--- config.mk ---
export PLATFORM = sky130hd
export DESIGN_NAME = i2s_sample_serializer_flat
export DESIGN_NICKNAME = d
export VERILOG_FILES = /design/src/rtl/i2s_sample_serializer_pkg.sv /design/src/rtl/i2s_sample_serializer_if.sv /design/src/rtl/i2s_sample_serializer_bclk_divider.sv /design/src/rtl/i2s_sample_serializer.sv /design/src/flat_wrapper.sv
export SDC_FILE = /design/constraint.sdc
export NUM_CORES = 1
export LEC_CHECK = 0
export BUFFER_PORTS_ARGS = -buffer_cell sky130_fd_sc_hd__buf_2
export CORE_MARGIN = 1
export CORE_UTILIZATION = 42
export CTS_BUF_LIST = sky130_fd_sc_hd__clkbuf_8
export CTS_CLUSTER_SIZE = 30
export DETAILED_ROUTE_END_ITERATION = 6
export PLACE_DENSITY_LB_ADDON = 0.25
export SETUP_SLACK_MARGIN = 0.5
export SYNTH_ARGS = -nofsm -noshare
export SYNTH_HDL_FRONTEND = slang
export SYNTH_SLANG_ARGS = --single-unit
--- constraint.sdc ---
create_clock -name clock -period 1.9 [get_ports clock]
set_input_delay 0.19 -clock clock [delete_from_list [all_inputs] [get_ports clock]]
set_output_delay 0.19 -clock clock [all_outputs]
set_load 0.02 [all_outputs]
--- src/rtl/i2s_sample_serializer_pkg.sv ---
// Shared definitions for the I2S sample serializer: default widths, FSM state type, counter sizing helper.
// Latency: n/a (package).
// Backpressure: n/a (package).
package i2s_sample_serializer_pkg;

  localparam int SAMPLE_W_DEF   = 16;
  localparam int FRAME_BITS_DEF = 2 * SAMPLE_W_DEF;

  typedef enum logic {
    IDLE = 1'b0,
    RUN  = 1'b1
  } state_t;

  // Width of a counter spanning 0..n-1, never narrower than one bit.
  function automatic int cnt_width(input int n);
    return (n > 1) ? $clog2(n) : 1;
  endfunction

endpackage

--- src/rtl/i2s_sample_serializer_if.sv ---
// Sample capture bus: a data word qualified by a one-cycle write strobe.
// Latency: n/a (wires only).
// Backpressure: none; the consumer must accept every strobe.
interface i2s_sample_serializer_if
  import i2s_sample_serializer_pkg::*;
#(
  parameter int W = SAMPLE_W_DEF
);

  logic [W-1:0] sample_in;
  logic         wr;

  modport master (output sample_in, output wr);
  modport slave  (input  sample_in, input  wr);

endinterface

--- src/rtl/i2s_sample_serializer_bclk_divider.sv ---
// Bit-clock divider: toggles bclk every BCLK_DIV system clocks and flags each falling edge.
// Latency: first bclk rise BCLK_DIV clocks after clear drops; fall_tick is combinational in the cycle before the fall.
// Backpressure: none; clear holds the counter and bclk at zero.
module i2s_sample_serializer_bclk_divider
  import i2s_sample_serializer_pkg::*;
#(
  parameter int BCLK_DIV = 4
) (
  input  logic clock,
  input  logic reset,
  input  logic clear,
  output logic bclk,
  output logic fall_tick
);

  localparam int DW = cnt_width(BCLK_DIV);

  logic [DW-1:0] div_cnt;
  logic          term;

  assign term      = (div_cnt == DW'(BCLK_DIV - 1));
  assign fall_tick = !reset && !clear && term && bclk;

  // Half-period counter; bclk flips on terminal count.
  always_ff @(posedge clock) begin
    if (reset || clear) begin
      div_cnt <= '0;
      bclk    <= 1'b0;
    end else if (term) begin
      div_cnt <= '0;
      bclk    <= ~bclk;
    end else begin
      div_cnt <= div_cnt + 1'b1;
    end
  end

endmodule

--- src/rtl/i2s_sample_serializer.sv ---
// Captures strobed samples and streams the latest one as mono I2S (same word on L and R); optional OFFSET_BINARY_EN flips the MSB at load.
// Latency: a written sample reaches sdata (MSB) within 1 frame + 1 bclk; frame_strobe marks the load cycle itself.
// Backpressure: none; a second write before the next load overwrites the first and sets sticky overrun.
module i2s_sample_serializer
  import i2s_sample_serializer_pkg::*;
#(
  parameter int SAMPLE_W = SAMPLE_W_DEF,
  parameter int BCLK_DIV = 4
) (
  input  logic                    clock,
  input  logic                    reset,
  input  logic                    enable,
  i2s_sample_serializer_if.slave  smp,
  output logic                    bclk,
  output logic                    lrclk,
  output logic                    sdata,
  output logic                    frame_strobe,
  output logic                    overrun
);

  localparam int FRAME_BITS = 2 * SAMPLE_W;
  localparam int BW         = cnt_width(FRAME_BITS);

  state_t                state;
  logic [SAMPLE_W-1:0]   hold;
  logic                  pending;
  logic [BW-1:0]         bit_cnt;
  logic [BW-1:0]         bit_cnt_nxt;
  logic [FRAME_BITS-1:0] shifter;
  logic [FRAME_BITS-1:0] shifter_nxt;
  logic [SAMPLE_W-1:0]   s_raw;
  logic [SAMPLE_W-1:0]   s_conv;
  logic                  run;
  logic                  fall_tick;
  logic                  load_now;
  logic                  leaving_run;

  assign run         = (state == RUN) && enable;
  assign leaving_run = (state == RUN) && !enable;

  i2s_sample_serializer_bclk_divider #(
    .BCLK_DIV (BCLK_DIV)
  ) u_div (
    .clock     (clock),
    .reset     (reset),
    .clear     (!run),
    .bclk      (bclk),
    .fall_tick (fall_tick)
  );

  // The word is loaded on the fall that moves bit_cnt 0 -> 1, giving the I2S one-bit delay.
  assign load_now     = fall_tick && (bit_cnt == '0);
  assign frame_strobe = load_now;

  // Slot counter advance, load source selection and next shifter contents.
  always_comb begin
    bit_cnt_nxt = (bit_cnt == BW'(FRAME_BITS - 1)) ? '0 : bit_cnt + 1'b1;
    s_raw       = smp.wr ? smp.sample_in : hold;
`ifdef OFFSET_BINARY_EN
    s_conv      = {~s_raw[SAMPLE_W-1], s_raw[SAMPLE_W-2:0]};
`else
    s_conv      = s_raw;
`endif
    shifter_nxt = load_now ? {s_conv, s_conv} : {shifter[FRAME_BITS-2:0], 1'b0};
  end

  // Sample capture, pending flag and sticky overrun; independent of the stream state.
  always_ff @(posedge clock) begin
    if (reset) begin
      hold    <= '0;
      pending <= 1'b0;
      overrun <= 1'b0;
    end else begin
      if (smp.wr) begin
        hold <= smp.sample_in;
      end
      if (load_now) begin
        pending <= 1'b0;
      end else if (smp.wr) begin
        pending <= 1'b1;
      end
      if (leaving_run) begin
        overrun <= 1'b0;
      end else if (smp.wr && pending && !load_now) begin
        overrun <= 1'b1;
      end
    end
  end

  // Stream FSM with slot counter, word select and serial data, all registered.
  always_ff @(posedge clock) begin
    if (reset) begin
      state   <= IDLE;
      bit_cnt <= '0;
      lrclk   <= 1'b0;
      sdata   <= 1'b0;
      shifter <= '0;
    end else begin
      case (state)
        IDLE: begin
          bit_cnt <= '0;
          lrclk   <= 1'b0;
          sdata   <= 1'b0;
          shifter <= '0;
          if (enable) begin
            state <= RUN;
          end
        end
        RUN: begin
          if (!enable) begin
            state   <= IDLE;
            bit_cnt <= '0;
            lrclk   <= 1'b0;
            sdata   <= 1'b0;
            shifter <= '0;
          end else if (fall_tick) begin
            bit_cnt <= bit_cnt_nxt;
            lrclk   <= (bit_cnt_nxt >= BW'(SAMPLE_W));
            shifter <= shifter_nxt;
            sdata   <= shifter_nxt[FRAME_BITS-1];
          end
        end
        default: begin
          state <= IDLE;
        end
      endcase
    end
  end

endmodule

--- src/flat_wrapper.sv ---
// flat-port wrapper written by rule: the top's interface ports become plain ports
module i2s_sample_serializer_flat import i2s_sample_serializer_pkg::*;
#(
  parameter int SAMPLE_W = SAMPLE_W_DEF,
  parameter int BCLK_DIV = 4
)
  (clock, reset, enable, bclk, lrclk, sdata, frame_strobe, overrun, smp_sample_in, smp_wr);
  i2s_sample_serializer_if #(.W(16)) smp_i ();
  input  logic clock;
  input  logic reset;
  input  logic enable;
  output logic bclk;
  output logic lrclk;
  output logic sdata;
  output logic frame_strobe;
  output logic overrun;
  input wire logic [$bits(smp_i.sample_in)-1:0] smp_sample_in;
  input wire logic [$bits(smp_i.wr)-1:0] smp_wr;
  assign smp_i.sample_in = smp_sample_in;
  assign smp_i.wr = smp_wr;
  i2s_sample_serializer #(.SAMPLE_W(SAMPLE_W), .BCLK_DIV(BCLK_DIV)) u_core (.clock(clock), .reset(reset), .enable(enable), .smp(smp_i), .bclk(bclk), .lrclk(lrclk), .sdata(sdata), .frame_strobe(frame_strobe), .overrun(overrun));
endmodule
==> flow_summary.ini <==
[finish]
multi_input_area_um2 = 1365
seq_area_um2 = 1184
areaGrowthSynthToFinish_pct = 32.06
antenna_cells = 0
fin_nets = 300
drive_gt1_share_pct = 41.28
final_core_util_pct = 57.56
nFillCells = 485

[clock_tree]
cts_sinks = 59
cts-hold-fix-buffers = 0
htree_levels = 3
root_buffer = clkbuf_8
cts_tree = done
cts_buffers = 9
clkTransAtPathRegs_ps = 70
clkLatencyLatePin_ps = 340
clock_path_buffers = 2

[floorplan]
coreArea_um2 = 5507
fp.dieW_um = 77.59
start_util_pct = 43.58
die_h_um = 77.59
rows = 27
die_area_um2 = 6020
pin_count = 25

[yosys]
syn_area_per_cell_um2 = 10.21
async_flop_share_pct = 0
ys_seq_area_share_pct = 49.22
syn_area_um2 = 2400
synth.top_cells.by_count = dfxtp_1 (59), nor2_1 (37), o2bb2ai_1 (30)
synth_cell_types = 34
syn_nets = 259
synth_edf_count = 0
syn_inst = 235
yosys.area.top_type = dfxtp_1
synth.top_cells.by_area = dfxtp_1 (49%), o2bb2ai_1 (11%), mux2_2 (7.5%), nor2_1 (5.8%), nor2b_1 (4.2%)
ys_ff_latch = 59
synth_top_area_share_pct = 49.22
yosysMostFrequentCell = dfxtp_1
yosys_most_used_dff = dfxtp_1
yosysWarningCount = 0

[drt]
routed_wl_um = 5170
dr_total_vias = 1874
drt_iter0_markers = 168
vias_per_cell = 5.309
route.detailed.drc = 0
detail_route.wl_per_cell_um = 14.65
dr.pass1.iters = 4
wl_met3_um = 242
wirelength_met1_um = 2580
routed.top_layer = met4
wl_met2_um = 2275
ant_nets = 0

[timing]
fin_skew_ps = 8.834
timing.final.ws_setup_ps = -32.99
min_period_ps = 1933
maxSlewHeadroom_pct = 74.76
slew_violations = 0
rsz0062_at_grt = true
fmax_mhz = 517.3
final.setup.tns_ps = -32.99
worst_pin_slew_ps = 378.6
hold_viol_final = 0
setup_viol = 1
period_share_pct = 101.7

[worst_setup_path]
cp-start-kind = flop
crit_required_ps = 1710
cp-end-kind = output pin
crit_type = reg -> out
cp.arrival_ps = 1740
crit_fanout = 2

[power]
p_comb_share_pct = 5.5
ir_drop_v = 0.0003202
leakage_nw = 1.259
p_int_mw = 1.769
switching_share_pct = 23.15
pwr-share-seq_pct = 55.1
clock_power_share_pct = 39.4
pwr_density_cell_nw_per_um2 = 726.3
switchingPower_mw = 0.5330

[grt]
antenna_found_initial = 0
grt_start_max_net_pins = 31
gr-total-overflow = 0
grt_pass1_wl_um = 8093
grt_pass1_vias = 1690
grtUsageTotal_pct = 17.55

[run_status]
violations = setup timing
status = complete, but fails checks

[place]
place.gp.congestion = 0.6984
io_buffers = 24
dp_hpwl_um = 2974

[flow_run]
max_cap_viol_count = 0

[min_path]
worstHoldPathType = in -> reg
[state kept, by name, indices dropped and copies added (netlist names)]
| register | cells |
|---|---|
| u_core.bit_cnt | 5 |
| u_core.hold | 16 |
| u_core.overrun | 1 |
| u_core.pending | 1 |
| u_core.sdata | 1 |
| u_core.shifter | 31 |
| u_core.state | 1 |
| u_core.u_div.bclk | 1 |
| u_core.u_div.div_cnt | 2 |
[critical path, cell delays in order (launching register included)]
cell,delay (ps)
dfxtp_2,330
inv_2,60
ha_4,120
or4b_4,460
buf_12,150
nor3_4,140
buf_6,140
[placed cells by master (no fill, tap or decap), types with 2 or more instances in the layout]
cell	netlist	layout
buf_12	0	3
a21oi_1	6	2
mux2_2	16	16
buf_2	6	23
clkbuf_8	0	9
buf_4	0	17
a21oi_2	0	4
or4b_4	0	2
o2bb2ai_2	0	9
nor2_1	37	35
buf_6	1	3
o2bb2ai_1	30	21
dfxtp_1	59	57
clkinv_2	0	3
ha_4	0	4
inv_2	0	2
nor2b_1	16	16
nand2_1	6	5
inv_1	4	6
dfxtp_2	0	2
o211ai_4	0	7
nand3b_1	2	2
nand3_1	3	3
o211ai_1	7	7
[power by group through the flow]
stage          clock (mW)  combinational (mW)  sequential [mW]
2_1_floorplan           0              0.0782             1.30
3_3_place_gp            0               0.114             1.29
3_5_place_dp            0               0.115             1.30
4_1_cts             0.929               0.117             1.27
5_1_grt             0.990               0.140             1.27
6_report            0.907               0.126             1.27
[path summary, 6_finish.rpt]
path / depth (start not counted) / slack, ps / from / to
worst max-delay path: 6 / -30 / u_core.bit_cnt[1] / frame_strobe
worst min-delay path: 3 / 110 / enable / u_core.state
worst max register to register: 8 / 0 / u_core.bit_cnt[1] / u_core.shifter[30]
worst min register to register: 2 / 460 / u_core.shifter[0] / u_core.shifter[0]
[through the flow]
stage	setup slack [ps]	instance area, um^2	cells	hold slack, ps	total power, mW
4_1_cts	-71.48	2934	345	107.6	2.315
6_report	-32.99	3169	353	107.8	2.302
5_1_grt	-100.6	3169	353	113.0	2.400
2_1_floorplan	228.6	2451	235	324.5	1.373
3_5_place_dp	170.8	2653	322	427.3	1.410
3_3_place_gp	195.9	2653	322	419.7	1.409
[cells by family after synthesis]
kind of cell | after synthesis | share of synthesized area, %
muxes | 16 | 7.508
xor gates and xnor gates | 1 | 0.3650
adders and majority gates | 4 | 2.086
DFF | 59 | 49.22
AOI/OAI and AO/OA | 57 | 20.33
and+or+nand+nor | 77 | 16.58
buffers and inverters | 21 | 3.910
[timing repair]
| action | in CTS | in global routing |
|---|---|---|
| cloned | 0 | 1 |
| setup endpoints to repair | 38 | 38 |
| buffers inserted | 7 | 7 |
| resized for setup | 17 | 28 |
| pin swaps | 6 | 9 |
[per-layer routing]
| layer | vias up | track usage, % |
|---|---|---|
| met3 | 8 | 6.941 |
| met2 | 39 | 24.42 |
| li1 | 927 | - |
| met1 | 900 | 23.84 |
| met5 | - | 0 |
| met4 | 0 | 7.358 |
[final cells by class]
cell class / instances / area share, %
clock buffer: 9 / 3.908
clock inverter: 7 / 0.9475
inverter: 4 / 0.4737
multi-input combinational: 155 / 43.07
sequential: 59 / 37.35
tap: 72 / 2.842
timing repair buffer: 47 / 11.41
No activity file was read; power rests on OpenSTA's default activity.
